===== src/rtl/sys_array_ctrl.sv =====
// Sequencing controller for the weight-stationary sys_array tile: weight load, activation stream, skew/valid strobes.
// Optional weight reuse across jobs is enabled by defining SYS_CTRL_WEIGHT_REUSE_EN.
module sys_array_ctrl #(
    parameter int ROW     = 8,
    parameter int COL     = 8,
    parameter int ADDR_W  = 10,
    parameter int LEN_W   = 10,
    parameter int ARR_LAT = ROW + 1
) (
    input  logic              clk,
    input  logic              rst,
    input  logic              start,
    input  logic [LEN_W-1:0]  num_vec,
    input  logic [ADDR_W-1:0] w_base,
    input  logic [ADDR_W-1:0] a_base,
    input  logic              reuse_w,
    output logic              busy,
    output logic              done,
    output logic              err_len,
    output logic              w_rd_en,
    output logic [ADDR_W-1:0] w_rd_addr,
    output logic              weight_en,
    output logic              a_rd_en,
    output logic [ADDR_W-1:0] a_rd_addr,
    output logic [ROW-1:0]    row_valid,
    output logic [COL-1:0]    col_out_valid
);
    localparam int DRAIN_LEN = ARR_LAT + COL - 1;
    localparam int PH_MAX    = (ROW + 1 > DRAIN_LEN) ? ROW + 1 : DRAIN_LEN;
    localparam int PH_W      = $clog2(PH_MAX + 1);
    localparam int DLY_LEN   = (ROW > DRAIN_LEN) ? ROW : DRAIN_LEN;

    localparam logic [2:0] S_IDLE   = 3'd0;
    localparam logic [2:0] S_LOAD_W = 3'd1;
    localparam logic [2:0] S_STREAM = 3'd2;
    localparam logic [2:0] S_DRAIN  = 3'd3;
    localparam logic [2:0] S_DONE   = 3'd4;

    logic [2:0]         state_q, state_d;
    logic [PH_W-1:0]    ph_q, ph_d;
    logic [LEN_W-1:0]   vec_q, vec_d;
    logic [LEN_W-1:0]   num_vec_q, num_vec_d;
    logic [ADDR_W-1:0]  w_base_q, w_base_d;
    logic [ADDR_W-1:0]  a_base_q, a_base_d;
    logic               busy_q, busy_d;
    logic               done_q, done_d;
    logic               err_len_q, err_len_d;
    logic               w_rd_en_q, w_rd_en_d;
    logic [ADDR_W-1:0]  w_rd_addr_q, w_rd_addr_d;
    logic               weight_en_q, weight_en_d;
    logic               a_rd_en_q, a_rd_en_d;
    logic [ADDR_W-1:0]  a_rd_addr_q, a_rd_addr_d;
    logic [DLY_LEN-1:0] dly_q, dly_d;
    logic               reuse_ok;

`ifdef SYS_CTRL_WEIGHT_REUSE_EN
    logic wv_q, wv_d;
    assign reuse_ok = reuse_w && wv_q;
`else
    logic unused_reuse_w;
    assign unused_reuse_w = reuse_w;
    assign reuse_ok       = 1'b0;
`endif

    always_comb begin
        // NOTE: every always_comb target gets a default first so no path can infer a latch.
        state_d   = state_q;
        ph_d      = ph_q;
        vec_d     = vec_q;
        num_vec_d = num_vec_q;
        w_base_d  = w_base_q;
        a_base_d  = a_base_q;
        err_len_d = 1'b0;
`ifdef SYS_CTRL_WEIGHT_REUSE_EN
        wv_d      = wv_q;
`endif
        case (state_q)
            S_IDLE: begin
                if (start) begin
                    if (num_vec != '0) begin
                        num_vec_d = num_vec;
                        w_base_d  = w_base;
                        a_base_d  = a_base;
                        ph_d      = '0;
                        vec_d     = '0;
                        state_d   = reuse_ok ? S_STREAM : S_LOAD_W;
                    end else begin
                        err_len_d = 1'b1;
`ifdef SYS_CTRL_WEIGHT_REUSE_EN
                        wv_d      = 1'b0;
`endif
                    end
                end
            end
            S_LOAD_W: begin
                // Phase ROW is the flush cycle where the last read shifts into the array.
                if (ph_q == PH_W'(ROW)) begin
                    state_d = S_STREAM;
                    vec_d   = '0;
`ifdef SYS_CTRL_WEIGHT_REUSE_EN
                    wv_d    = 1'b1;
`endif
                end else begin
                    ph_d = ph_q + PH_W'(1);
                end
            end
            S_STREAM: begin
                if (vec_q == num_vec_q - LEN_W'(1)) begin
                    state_d = S_DRAIN;
                    ph_d    = '0;
                end else begin
                    vec_d = vec_q + LEN_W'(1);
                end
            end
            S_DRAIN: begin
                if (ph_q == PH_W'(DRAIN_LEN - 1)) state_d = S_DONE;
                else                              ph_d    = ph_q + PH_W'(1);
            end
            S_DONE:  state_d = S_IDLE;
            default: state_d = S_IDLE;
        endcase

        // Outputs are decoded from the upcoming state so that every port comes straight from a flop.
        busy_d      = (state_d != S_IDLE);
        done_d      = (state_d == S_DONE);
        w_rd_en_d   = (state_d == S_LOAD_W) && (ph_d < PH_W'(ROW));
        w_rd_addr_d = w_rd_en_d ? w_base_d + ADDR_W'(ROW - 1) - ADDR_W'(ph_d) : '0;
        weight_en_d = w_rd_en_q;
        a_rd_en_d   = (state_d == S_STREAM);
        a_rd_addr_d = a_rd_en_d ? a_base_d + ADDR_W'(vec_d) : '0;
        dly_d       = {dly_q[DLY_LEN-2:0], a_rd_en_q};
    end

    // NOTE: sequential state uses non-blocking assignments only, so all flops update together.
    always_ff @(posedge clk or posedge rst) begin
        if (rst) begin
            state_q     <= S_IDLE;
            ph_q        <= '0;
            vec_q       <= '0;
            num_vec_q   <= '0;
            w_base_q    <= '0;
            a_base_q    <= '0;
            busy_q      <= 1'b0;
            done_q      <= 1'b0;
            err_len_q   <= 1'b0;
            w_rd_en_q   <= 1'b0;
            w_rd_addr_q <= '0;
            weight_en_q <= 1'b0;
            a_rd_en_q   <= 1'b0;
            a_rd_addr_q <= '0;
            dly_q       <= '0;
        end else begin
            state_q     <= state_d;
            ph_q        <= ph_d;
            vec_q       <= vec_d;
            num_vec_q   <= num_vec_d;
            w_base_q    <= w_base_d;
            a_base_q    <= a_base_d;
            busy_q      <= busy_d;
            done_q      <= done_d;
            err_len_q   <= err_len_d;
            w_rd_en_q   <= w_rd_en_d;
            w_rd_addr_q <= w_rd_addr_d;
            weight_en_q <= weight_en_d;
            a_rd_en_q   <= a_rd_en_d;
            a_rd_addr_q <= a_rd_addr_d;
            dly_q       <= dly_d;
        end
    end

`ifdef SYS_CTRL_WEIGHT_REUSE_EN
    always_ff @(posedge clk or posedge rst) begin
        if (rst) wv_q <= 1'b0;
        else     wv_q <= wv_d;
    end
`endif

    assign busy          = busy_q;
    assign done          = done_q;
    assign err_len       = err_len_q;
    assign w_rd_en       = w_rd_en_q;
    assign w_rd_addr     = w_rd_addr_q;
    assign weight_en     = weight_en_q;
    assign a_rd_en       = a_rd_en_q;
    assign a_rd_addr     = a_rd_addr_q;
    assign row_valid     = dly_q[ROW-1:0];
    assign col_out_valid = dly_q[ARR_LAT-1 +: COL];
endmodule


===== config.mk =====
export PLATFORM = sky130hd
export DESIGN_NAME = sys_array_ctrl
export DESIGN_NICKNAME = d
export VERILOG_FILES = /design/src/rtl/sys_array_ctrl.sv
export SDC_FILE = /design/constraint.sdc
export NUM_CORES = 1
export LEC_CHECK = 0
export ABC_AREA = 1
export CELL_PAD_IN_SITES_DETAIL_PLACEMENT = 1
export CELL_PAD_IN_SITES_GLOBAL_PLACEMENT = 1
export CORE_AREA = 2 2 112 114
export DETAILED_ROUTE_END_ITERATION = 12
export DIE_AREA = 0 0 114 116
export PLACE_DENSITY = 0.78
export SYNTH_ARGS = -nofsm -noshare
export SYNTH_HDL_FRONTEND = slang
export SYNTH_SLANG_ARGS = --single-unit

===== constraint.sdc =====
create_clock -name clk -period 4.5 [get_ports clk]
set_input_delay 0.9 -clock clk [delete_from_list [all_inputs] [get_ports clk]]
set_output_delay 0.9 -clock clk [all_outputs]
set_load 0.005 [all_outputs]

# After elaboration in Yosys (flattened, before gate mapping)
# Index checks and enable logic that the tools add are counted.
# word_totals
ff_bits	90
output_inout_bits	42
wordCells	64
input_bits	34
# classes
n_lt_le_gt_ge	1
n_addsub	6
n_eq_ne	9
muxes	28
n_reduce_logical	5
# ops
cell	count
two-way mux 10 bit	12
case mux 10 bit (3 select lines)	1
two-way mux 5 bit	5
case mux 5 bit (4 select lines)	1
two-way mux 3 bit	5
case mux 3 bit (4 select lines)	1
adder 10 x 1 -> 10 bit (second input constant)	1
adder 10 bit	1
adder 10 x 3 -> 10 bit (second input constant)	1
equality test 10 bit	1
equality test 5 x 4 -> 1 bit (second input constant)	2
nonzero test 10 bit	1
subtractor 10 x 1 -> 10 bit (second input constant)	1
subtractor 10 x 5 -> 10 bit	1
equality test 3 x 2 -> 1 bit (second input constant)	3
equality test 3 x 1 -> 1 bit (second input constant)	2
adder 5 x 1 -> 5 bit (second input constant)	1
< comparator 5 x 4 -> 1 bit (second input constant)	1
equality test 3 bit (second input constant)	1
logical NOT 3 bit	1
two-way mux 1 bit	3
AND reduction 3 bit	1
nonzero test 3 bit	1
logical AND 1 bit	1

# Longest topological paths before layout
# Gate-level depths: netlist (run 1).
# depth
depth_word	7
ltp_mapped	32
ltp_nobuf	32

# Worst setup path before layout (run 1)
# OpenSTA, ideal clock, no wires.
# synth_timing
kind	input-to-reg
startpoint	input num_vec[1]
endpoint	register w_rd_addr_q[9] (netlist: w_rd_addr[9])
path_buffers	2
required_ps	4429
setup_slack_ps	662
stages	22
arrival_time_ps	3767
setup_ps	71
cell_sequence	nor2_1 nand4_1 nor2_1 nor2_4 clkbuf_1 clkbuf_1 nand2_1 nand2_1 ha_1 ha_1 inv_1 fa_1 o31ai_1 inv_1 nor2_1 nor2_1 nor2_1 o21ai_0 nand2_1 a21oi_1 xor2_1 nor2_1
# synth_via
elab_chain_cells	7
elab_cells_between_ends	16
classes_between	add/sub (2); order compare (1); eq/ne (1); mux (10); reduce/logical (2)
# synth_rtl
element	line_no	source
start, declared	13	input logic [LEN_W-1:0] num_vec,
nonzero test 10 bit	80	if (num_vec != '0) begin
two-way mux 10 bit	80	
two-way mux 10 bit	79	if (start) begin
two-way mux 10 bit	77	case (state_q)
net w_base_d[1]	43	logic [ADDR_W-1:0] w_base_q, w_base_d;
adder 10 x 3 -> 10 bit	127	w_rd_addr_d = w_rd_en_d ? w_base_d + ADDR_W'(ROW - 1) - ADDR_W'(ph_d) : '0;
subtractor 10 x 5 -> 10 bit	127	
two-way mux 10 bit	127	
net w_rd_addr_d[9]	49	logic [ADDR_W-1:0] w_rd_addr_q, w_rd_addr_d;
end signal, assigned	163	w_rd_addr_q <= w_rd_addr_d;
end, declared	49	
# The timed path passes the listed nets, and every way through them passes these cells.
# A chain may end at the register's enable or synchronous reset.

# Worst setup path after layout (run 1)
# layout_timing
startpoint	input num_vec[1]
endpoint	register w_rd_addr_q[8] (netlist: w_rd_addr[8])
# layout_via
elab_chain_cells	7
elab_cells_between_ends	16
classes_between	add/sub (2); order compare (1); eq/ne (1); mux (10); reduce/logical (2)
# layout_rtl
element	line_no
nonzero test 10 bit *	80
two-way mux 10 bit, or another cell as far along	80
two-way mux 10 bit, or another cell as far along	79
two-way mux 10 bit, or another cell as far along	77
adder 10 x 3 -> 10 bit, or another cell as far along	127
subtractor 10 x 5 -> 10 bit / logical AND 1 bit (equally long branches)	127, 126
two-way mux 10 bit *	127
net w_rd_addr_d[8]	49
# Mark *: on every way through the listed nets, which the timed path passes. The rest lies on a longest branch.

==> results of run 1 <==
## timing repair
action                                  in CTS  in global routing
endpoints found under the setup margin       0                  3
gates resized for setup                      0                  9
hold buffers                                 0                  0
setup buffers                                0                  1
## registers in the layout, summed over array words and instances, names as in the netlist, 3 cells and up
name       flops
vec_q         10
a_rd_addr     10
num_vec_q     10
state_q        3
a_base_q      10
ph_q           5
w_base_q      10
dly_q         16
w_rd_addr     10
## metal layers
layer | vias to the layer above | wire length, um | part of all wire (%)
met1 | 1932 | 5555 | 44
met3 | 23 | 431 | 3.4
met2 | 85 | 6311 | 50
met5 | - | 0 | 0
met4 | 0 | 291 | 2.3
li1 | 1951 | - | -
## cell families after synthesis
logic type / after synthesis / share of synthesized area, %
and+or+nand+nor: 272 / 26.44
buffers and inverters: 96 / 7.819
adders and majority gates: 29 / 8.032
DFF: 90 / 47.87
xor gates and xnor gates: 13 / 2.420
AOI/OAI and AO/OA: 62 / 7.421
## cells in the final DEF, fill, tap and decap left out, types with 7 or more instances in the layout
cell             netlist  final
a21oi_1               19     17
nor2_2                11     12
clkdlybuf4s50_1        0     74
xor2_1                 7      7
buf_4                  0     13
clkbuf_16              0      9
nand3_1               28     28
dfrtp_1               90     90
nand2_1              141    140
o21ai_0               26     25
inv_2                 10     10
inv_1                 78     77
nor2_1                46     45
ha_1                  27     26
nor3_1                13     13
## Yosys cell counts (5+ instances only)
| library cell | instances |
|---|---|
| a21oi_1 | 19 |
| clkbuf_1 | 6 |
| dfrtp_1 | 90 |
| ha_1 | 27 |
| inv_1 | 78 |
| inv_2 | 10 |
| nand2_1 | 141 |
| nand2_2 | 5 |
| nand3_1 | 28 |
| nor2_1 | 46 |
| nor2_2 | 11 |
| nor2_4 | 5 |
| nor3_1 | 13 |
| o21ai_0 | 26 |
| o21ai_1 | 5 |
| or2_2 | 5 |
| xnor2_1 | 6 |
| xor2_1 | 7 |
## cell type report
class	instances	area, um2	share of cell area, %
Clock inverter	5	102.6	1.687
Clock buffer	11	232.7	3.827
Tap cell	147	183.9	3.025
Multi-Input combinational cell	376	2116	34.79
Inverter	89	335.3	5.514
Timing Repair Buffer	88	858.3	14.12
Sequential cell	90	2252	37.04
## critical path: stages
cell and delay [ps]:
clkdlybuf4s50_1 450, nor2_1 140, nand4_1 90, nor2_1 160, buf_4 150, nor2_4 40, buf_4 150, or2_2 290
o21ai_0 150, ha_1 300, inv_1 80, ha_1 170, inv_1 90, nor2_1 170, nor2_1 60, nor2_1 170
nor2_1 80, o21ai_1 180, inv_1 60, nor2_1 150, o21ai_0 90, nand2_1 80, xnor2_1 140, nor2_2 60
## how the worst min path moves through the flow
stage	cells past startpoint	from	endpoint
6_report	0	dly_q[6]$_DFF_PP0_	dly_q[7]$_DFF_PP0_
4_1_cts	0	dly_q[6]$_DFF_PP0_	dly_q[7]$_DFF_PP0_
2_1_floorplan	0	a_rd_en$_DFF_PP0_	dly_q[0]$_DFF_PP0_
3_5_place_dp	0	dly_q[6]$_DFF_PP0_	dly_q[7]$_DFF_PP0_
5_1_grt	0	dly_q[0]$_DFF_PP0_	dly_q[1]$_DFF_PP0_
3_3_place_gp	0	w_rd_en$_DFF_PP0_	weight_en$_DFF_PP0_
## metrics by stage
step	instances	instance area [um2]	worst slack (ps)	util, %	hold WS, ps
CTS	805	6042	93.70	50.72	381.1
global placement	789	5707	33.49	47.91	356.4
detailed placement	789	5707	-181.0	47.91	366.9
finish	806	6081	300.7	51.05	375.5
global route	806	6081	-65.57	51.05	392.2
floorplan	562	4705	662.1	-	375.7
## where the power goes
group / internal (mW) / switching, mW
clock: 0.542 / 0.315
combinational: 0.990 / 1.36
sequential: 1.12 / 0.179
total: 2.65 / 1.85
==> results_dict.tcl, run 1 <==
set metrics [dict create \
    status "complete, no violations" \
    p_per_area_nw_per_um2 740.4 \
    worst_setup_path_end_kind "flip-flop" \
    drive_above_1_share_pct 12.29 \
    antennaDiodeCount 0 \
    post_synth.cell_area_avg_um2 8.371 \
    crit_type "input pin to flip-flop" \
    clockBufferDepth 2 \
    cts-root-buf "clkbuf_16" \
    antenna_found_initial 0 \
    clock.fmax_mhz 238.1 \
    period_needed_ps 4199 \
    ys.flop_type "dfrtp_1" \
    vias_per_cell 4.952 \
    worstPathRequired_ps 4720 \
    critPathLaunchType "input pin" \
    grt_pass1_vias 4336 \
    synth_top_area_share_pct 47.87 \
    grt_use_met2_pct 35.56 \
    clk-insertion-delay-late_ps 350 \
    use_met3_pct 3.766 \
    first_pass_iters 4 \
    cap_violations 0 \
    yosysTopAreaCell "dfrtp_1" \
    ys.warnings.count 0 \
    die_w_um 114 \
    power_leakage_nw 3.005 \
    peakVddDrop_mv 0.4416 \
    ys_ff_latch 90 \
    fillers 1417 \
    crit_start "num_vec[1]" \
    synth_cells 562 \
    r2r_setup_slack_ps 370 \
    finalHoldViolations 0 \
    via_count 3991 \
    die_area_um2 13220 \
    slew_headroom_pct 54.97 \
    num_rows 40 \
    r2r-start "num_vec_q[0]$_DFFE_PP0P_" \
    synth_fp_nets 625 \
    avgRoutedWirePerCell_um 15.62 \
    area_delta_synth_final_pct 29.26 \
    routed_wl_um 12590 \
    overflow 0 \
    synth_edf_count 0 \
    post-route-period-util_pct 93.32 \
    grt_pass1_wl_um 20660 \
    core-area_um2 11910 \
    slew_violations 0 \
    drt_iter0_drc 111 \
    grt_max_degree 91 \
    use_met1_pct 23.94 \
    clock-sinks 90 \
    min_path_type "flip-flop to flip-flop" \
    io_pins 76 \
    ys_async_sr_fraction_pct 100.0 \
    port_buffers 74 \
    syn-cell-area_um2 4705 \
    initial_utilization_pct 39.50 \
    drc 0 \
    synthTopCellsByArea "dfrtp_1, nand2_1, ha_1, inv_1, nor2_1" \
    detail-route-antenna-nets 0 \
    cts-htree-levels 3 \
    worstSetupEndpoint "w_rd_addr[8]$_DFF_PP0_" \
    seq_area_frac_synth_pct 47.87 \
    grt_usage_pct 20.00 \
    finalSetupViolations 0 \
    finalPower_mw 4.502 \
    final_nets 717 \
    rr_endpoint "w_rd_addr[8]$_DFF_PP0_" \
    reg2reg_depth 32 \
    arrival_ps 4420 \
    rsz0062_at_grt "yes" \
    gp_congestion 0.8627 \
    busiest_layer "met2" \
    die_h_um 116 \
    tns_ps 0 \
    final.setup_skew_ps 4.448 \
    dp_hpwl_um 9320 \
    critPathMaxFanout 6 \
    ys_types 40 \
    clk_pin_slew_ps 60 \
    tightest_slew_ps 673.6 \
    cts_buffers 9 \
    cts_tree "yes" \
]
No activity file was read; power rests on OpenSTA's default activity.
==> run 2: changes to the inputs <==
--- a/config.mk
+++ b/config.mk
@@ -9,6 +9,7 @@
 export CELL_PAD_IN_SITES_DETAIL_PLACEMENT = 1
 export CELL_PAD_IN_SITES_GLOBAL_PLACEMENT = 1
 export CORE_AREA = 2 2 112 114
+export CTS_CLUSTER_DIAMETER = 100
 export DETAILED_ROUTE_END_ITERATION = 12
 export DIE_AREA = 0 0 114 116
 export PLACE_DENSITY = 0.78
==> results of run 2 <==
The final DEF is identical to that of run 1; final timing and power are the same.
